[src/rtl/tetris_pkg.sv]
// tetris_pkg: board geometry, score width and the line-clear FSM encoding
// shared by the line-clear stage and its neighbours.
package tetris_pkg;
    localparam int ROWS    = 20;
    localparam int COLS    = 10;
    localparam int BOARD_W = ROWS * COLS;
    localparam int SCORE_W = 64;

    typedef enum logic [2:0] {
        LC_IDLE,
        LC_SCAN,
        LC_REQ,
        LC_WAIT,
        LC_FIN
    } lc_state_e;
endpackage

[src/rtl/line_clear_stage.sv]
// line_clear_stage: removes full rows from a placed board one row per cycle,
// then asks the analysis stage for a score and reports it with a done pulse.
module line_clear_stage #(
    parameter int ROWS    = 20,
    parameter int COLS    = 10,
    parameter int TIMEOUT = 16
) (
    input  logic                                  clk,
    input  logic                                  rst_n,
    input  logic                                  start,
    input  logic [ROWS*COLS-1:0]                  board_in,
    output logic                                  busy,
    output logic [ROWS*COLS-1:0]                  board_out,
    output logic [9:0]                            cleared_lines,
    output logic                                  req_score,
    input  logic                                  recv_score,
    input  logic signed [tetris_pkg::SCORE_W-1:0] score,
    output logic signed [tetris_pkg::SCORE_W-1:0] result_score,
    output logic                                  done,
    output logic                                  timeout_err
);
    import tetris_pkg::*;

    localparam int PW = $clog2(ROWS);
    localparam int WW = $clog2(TIMEOUT + 1);
    localparam logic signed [SCORE_W-1:0] WORST = {1'b0, {(SCORE_W-1){1'b1}}};

    lc_state_e                 state_q, state_d;
    logic [ROWS-1:0][COLS-1:0] board_q, board_d, shifted;
    logic [9:0]                cl_q, cl_d;
    logic [PW-1:0]             ptr_q, ptr_d;
    logic [WW-1:0]             wcnt_q, wcnt_d;
    logic signed [SCORE_W-1:0] res_q, res_d;
    logic                      terr_q, terr_d;

    // Rows above the pointer drop by one; a blank row enters at the top.
    always_comb begin
        shifted[0] = '0;
        for (int r = 1; r < ROWS; r++)
            shifted[r] = (PW'(r) > ptr_q) ? board_q[r] : board_q[r-1];
    end

    always_comb begin
        state_d = state_q;
        board_d = board_q;
        cl_d    = cl_q;
        ptr_d   = ptr_q;
        wcnt_d  = wcnt_q;
        res_d   = res_q;
        terr_d  = terr_q;
        case (state_q)
            LC_IDLE: if (start) begin
                state_d = LC_SCAN;
                board_d = board_in;
                cl_d    = '0;
                terr_d  = 1'b0;
                ptr_d   = PW'(ROWS - 1);
            end
            LC_SCAN: if (&board_q[ptr_q]) begin
                board_d = shifted;
                cl_d    = cl_q + 1'b1;
            end else if (ptr_q == '0) begin
                state_d = LC_REQ;
            end else begin
                ptr_d = ptr_q - 1'b1;
            end
            LC_REQ: begin
                state_d = LC_WAIT;
                wcnt_d  = '0;
            end
            LC_WAIT: begin
                wcnt_d = wcnt_q + 1'b1;
                // A score arriving on the final wait cycle still wins over the timeout.
                if (recv_score) begin
                    res_d   = score;
                    state_d = LC_FIN;
                end else if (wcnt_d == WW'(TIMEOUT)) begin
                    res_d   = WORST;
                    terr_d  = 1'b1;
                    state_d = LC_FIN;
                end
            end
            LC_FIN:  state_d = LC_IDLE;
            default: state_d = LC_IDLE;
        endcase
    end

    always_ff @(posedge clk or negedge rst_n) begin
        if (!rst_n) begin
            state_q <= LC_IDLE;
            board_q <= '0;
            cl_q    <= '0;
            ptr_q   <= '0;
            wcnt_q  <= '0;
            res_q   <= '0;
            terr_q  <= 1'b0;
        end else begin
            state_q <= state_d;
            board_q <= board_d;
            cl_q    <= cl_d;
            ptr_q   <= ptr_d;
            wcnt_q  <= wcnt_d;
            res_q   <= res_d;
            terr_q  <= terr_d;
        end
    end

    assign busy          = state_q != LC_IDLE;
    assign req_score     = state_q == LC_REQ;
    assign done          = state_q == LC_FIN;
    assign board_out     = board_q;
    assign cleared_lines = cl_q;
    assign result_score  = res_q;
    assign timeout_err   = terr_q;
endmodule

[config.mk]
export PLATFORM = sky130hd
export DESIGN_NAME = line_clear_stage
export DESIGN_NICKNAME = d
export VERILOG_FILES = /design/src/rtl/tetris_pkg.sv /design/src/rtl/line_clear_stage.sv
export SDC_FILE = /design/constraint.sdc
export NUM_CORES = 1
export LEC_CHECK = 0
export CAP_MARGIN = 40
export CORE_AREA = 3 3 211 213
export CTS_CLUSTER_SIZE = 14
export DETAILED_ROUTE_END_ITERATION = 12
export DIE_AREA = 0 0 214 216
export PLACE_DENSITY = 0.66
export SYNTH_ARGS = -nofsm -noshare
export SYNTH_HDL_FRONTEND = slang
export SYNTH_SLANG_ARGS = --single-unit
[constraint.sdc]
create_clock -name clk -period 4.5 [get_ports clk]
set_clock_uncertainty 0.1 [all_clocks]
set_input_delay 0.9 -clock clk [delete_from_list [all_inputs] [get_ports clk]]
set_output_delay 0.9 -clock clk [all_outputs]
set_load 0.05 [all_outputs]
* After elaboration in Yosys (flattened, before gate mapping)
Index checks and enable logic that the tools add are counted.
** Word-level totals
- Output and inout port bits :: 278
- Bits in registers :: 288
- Logic and storage cells :: 157
- Bits of input ports :: 268
** Cells by class
- Reductions and logical operators :: 32
- Muxes and demuxes :: 44
- Equal/unequal tests :: 32
- Magnitude comparators :: 20
- Add/sub/neg operators :: 3
** Operator list (count)
- 200-bit two-way mux :: 2
- 200-bit case mux with 2 select lines :: 1
- 10-bit two-way mux :: 22
- 64-bit two-way mux :: 2
- 4-bit AND reduction :: 22
- 2-bit inequality test (second input constant) :: 26
- 10-bit binary-select mux with 5-bit select :: 1
- 4-bit by 5-bit > comparator with 1-bit output (first input constant) :: 8
- 3-bit by 5-bit > comparator with 1-bit output (first input constant) :: 4
- 5-bit > comparator (first input constant) :: 4
- 10-bit case mux with 2 select lines :: 1
- 5-bit case mux with 2 select lines :: 2
- 3-bit two-way mux :: 5
- 5-bit two-way mux :: 3
- 3-bit case mux with 4 select lines :: 1
- 10-bit by 1-bit adder with 10-bit output (second input constant) :: 1
- 2-bit by 5-bit > comparator with 1-bit output (first input constant) :: 2
- 10-bit AND reduction :: 1
- 2-bit nonzero test :: 4
- 3-bit by 2-bit equality test with 1-bit output (second input constant) :: 2
- 5-bit by 6-bit < comparator with 1-bit output (second input constant) :: 1
- 5-bit by 1-bit adder with 5-bit output (second input constant) :: 1
- 5-bit equality test (second input constant) :: 1
- 1-bit by 5-bit > comparator with 1-bit output (first input constant) :: 1
- 11 further kinds :: 13

* Longest topological paths before layout
- Depth in word-level cells :: 5
- Mapped depth :: 15
- Depth with buffers taken out :: 8

* Worst setup path before layout
OpenSTA, ideal clock, no wires.
- Path type :: reg2reg
- Start :: register ptr_q[0]
- End :: register board_q, in the netlist board_out[180]
- Data required time :: 4275 ps
- Path slack :: 1331 ps
- Clock period less this slack :: 3169 ps
- Arrival :: 2944 ps
- Buffers on the path :: 5
- Setup time :: 125 ps
- Cell stages (with the launch flop) :: 14
- Cells stage by stage :: dfrtp_1 -> buf_4 -> buf_6 -> buf_8 -> mux2i_1 -> o22ai_1 -> nand2_1 -> nand3_1 -> nand2_1 -> or4_1 -> buf_6 -> buf_6 -> a211oi_4 -> mux2_2
** Between the ends
- Longest elaborated chain between the ends :: 5
- Elaborated cells on any way between the ends :: 7
- Those cells by class :: order compare: 1; eq/ne: 2; mux: 2; reduce/logical: 2
** Ends and longest elaborated chain
- start, declared :: line line_clear_stage.sv:31 : logic [PW-1:0] ptr_q, ptr_d;
- start signal, assigned :: line line_clear_stage.sv:101 : ptr_q <= ptr_d;
- 10-bit binary-select mux with 5-bit select :: line line_clear_stage.sv:59 : LC_SCAN: if (&board_q[ptr_q]) begin
- 10-bit two-way mux (implied by the code) :: line line_clear_stage.sv:59
- 10-bit AND reduction :: line line_clear_stage.sv:59
- 2-bit inequality test (no source line)
- 4-bit AND reduction (no source line) (*)
- end signal, assigned :: line line_clear_stage.sv:99 : board_q <= board_d;
- end, declared :: line line_clear_stage.sv:29 : logic [ROWS-1:0][COLS-1:0] board_q, board_d, shifted;
Every way passes the cells marked *; elsewhere a longest branch is shown, timed or not. The select of a mux whose other input is x is not followed.
A chain may end at the register's enable or synchronous reset.

* Final worst setup path
- Start :: register ptr_q[1]
- End :: register board_q, in the netlist board_out[41]
The elaborated chain is that of the path after synthesis.

==> impl_metrics.py <==
metrics = {
    "synth": {
        "synth_nets": 1921,
        "yosys-top-cells-area": "dfrtp_1, nand2_1, mux2_2, mux2i_1, o221a_2",
        "post-synth-top-count-cell": "nand2_1",
        "synth_commonest_cells": "nand2_1, dfrtp_1, nor2_1, mux2_2, mux2i_1",
        "synth-edff-count": 0,
        "ys_types": 49,
        "ys_async_sr_fraction_pct": 100,
        "avgSynthCellArea_um2": 9.43,
        "synth_cells": 1647,
        "synth_largest_area_cell": "dfrtp_1",
        "seq_area_frac_synth_pct": 46.4,
        "syn_area_mm2": 0.0155,
        "yosysWarnings": 0,
        "yosys_most_used_dff": "dfrtp_1",
        "synth_top_area_share_pct": 46.4,
        "ys_ff_latch": 288,
    },
    "clocking": {
        "numCtsBuffers": 34,
        "cts_hold_buf": 0,
        "ctsResizeCount": 0,
        "cts_setup_buffers": 0,
        "htree_levels": 2,
        "clk_latency_ns": 0.55,
        "cts_buffer_depth": 3,
        "clkSinkCount": 288,
        "cts_tree": "built",
        "path_clk_slew_ns": 0.06,
        "cts-root-buf": "clkbuf_16",
    },
    "worst_setup_path": {
        "timing.rr.end": "board_out[41]",
        "crit_type": "reg -> reg",
        "critPathMaxFanout": 45,
        "end_kind": "flop",
        "r2r_slack_ns": 0.21,
        "crit_path_start": "ptr_q[1]",
        "reg2regPathDepth": 10,
        "cp-start-kind": "flop",
        "r2r-start": "ptr_q[1]",
        "required_ns": 4.83,
        "crit_arrival_ns": 4.62,
    },
    "die": {
        "die_h_um": 216,
        "core_region_area_mm2": 0.0429,
        "io-pin-count": 546,
        "start_util_pct": 36.2,
        "die_area_mm2": 0.0462,
        "die_w_um": 214,
        "rows": 76,
    },
    "finish": {
        "fin_nets": 2419,
        "layout-drive-gt1-share_pct": 13.5,
        "area_growth_pct": 45.9,
    },
    "place": {
        "place_worst_setup_slack_ns": 0.221,
        "place_congestion": 0.955,
        "port_buffers": 545,
        "hpwlAfterDp_mm": 49.5,
    },
    "sta": {
        "max_freq_mhz": 233,
        "slew_viol_final": 0,
        "worst_slew_pin_slew_ns": 0.872,
        "tns_ns": 0,
        "setup_slack_ns": 0.208,
        "hold_viol": 0,
        "setup-violations-final": 0,
        "rsz0062_at_grt": "false",
        "min_period_over_period_pct": 95.4,
        "slew_headroom_pct": 41.9,
        "min_period_ns": 4.29,
    },
    "power_and_ir_drop": {
        "total_leakage_power_nw": 9.72,
        "peakVddDrop_mv": 0.601,
        "power_density_mw_per_mm2": 977,
    },
    "drt": {
        "dr.pass1.iters": 6,
        "drt-total-wl_mm": 65.8,
        "ant_nets": 0,
        "drc": 0,
        "wl_per_cell_um": 23.9,
        "via_count": 15000,
        "initialDrtViolationCount": 1216,
        "vias_per_cell": 5.45,
    },
    "grt": {
        "grt_pass1_vias": 15200,
        "antenna_found_initial": 5,
        "grt.overflow.total": 0,
        "grt_max_degree": 88,
        "globalRouteTotalUtil_pct": 27.8,
        "grt_pass1_wl_mm": 98.9,
    },
    "run_status": {
        "status": "finished clean",
    },
    "min_path": {
        "min-delay-path-class": "in -> async",
    },
    "job": {
        "max-cap-violations": 0,
    },
}
## critical path: stages, from the launching register on
cell and delay [ns]:
dfrtp_1 0.48, or2_1 0.43, buf_4 0.29, o22ai_1 0.27, nand2_1 0.17, nand3_1 0.14, nand2_1 0.09, or4_2 0.65
buf_4 0.36, a211oi_4 0.72, mux2_2 0.41
## placed cells by master, fill, tap and decap left out, drive strengths merged, types with 6 or more instances in the layout
cell type      instances
nand2                437
o221a                 60
or3                   64
o22ai                 52
o22a                  21
clkbuf                49
buf                   30
nand3                 27
clkdlybuf4s50        544
nor2                 143
a211oi                11
a21oi                 74
mux2i                107
nand2b                10
ha                     6
mux2                 121
dfrtp                288
o2bb2ai               10
inv                    7
o21ai                 45
## sequential cells by signal (all words and copies together) (netlist names)
name,cells
timeout_err,1
result_score,64
board_out,200
ptr_q,5
wcnt_q,5
state_q,3
cleared_lines,10
## how the worst max path moves through the flow
stage                     endpoint  cells after the start  slack, ns
floorplan           board_out[180]                     13       1.33
global placement     board_out[48]                     10       0.28
detailed placement   board_out[40]                     10       0.22
CTS                  board_out[40]                     10       0.21
global route         board_out[38]                     10       0.05
finish               board_out[41]                     10       0.21
## layer usage
metal  GRT usage [%]  vias to the layer above  wire, um
met2            46.9                      714     31800
li1                -                     6801         -
met3            7.86                      113      5810
met4            8.60                        4      2020
met5               0                        -        24
met1            34.6                     7370     26100
## per-stage QoR
step / power (mW) / cells / hold WS, ns / utilization [%] / instance area, um^2
after floorplan: 14.2 / 1647 / 0.408 / - / 15500
after global placement: 19.2 / 2693 / 0.386 / 50.2 / 21500
after detailed placement: 19.4 / 2694 / 0.394 / 50.3 / 21600
after CTS: 22.2 / 2752 / 0.288 / 52.8 / 22700
after global routing: 23.2 / 2754 / 0.308 / 52.9 / 22700
final: 22.1 / 2755 / 0.268 / 52.9 / 22700
## logic make-up after synthesis
logic type               synth area share [%]
AND/OR/NAND/NOR                          19.2
AO/OA/AOI/OAI                            14.9
flip-flops                               46.4
multiplexers                             15.7
buffers and inverters                    3.45
adder cells (fa/ha/maj)                 0.483
## power by group
group / switching, mW / internal, mW
logic: 8.78 / 5.06
registers: 1.70 / 3.86
clock network: 1.13 / 1.61
## cell type report
class | instances | area [um^2]
Inverter | 5 | 18.8
Tap cell | 585 | 732
Antenna cell | 3 | 7.51
Clock buffer | 49 | 1010
Timing Repair Buffer | 574 | 5770
Clock inverter | 9 | 80.1
Multi-Input combinational cell | 1242 | 7840
Fill cell | 3886 | 20200
Sequential cell | 288 | 7210
Power figures use the tool's default switching activity.
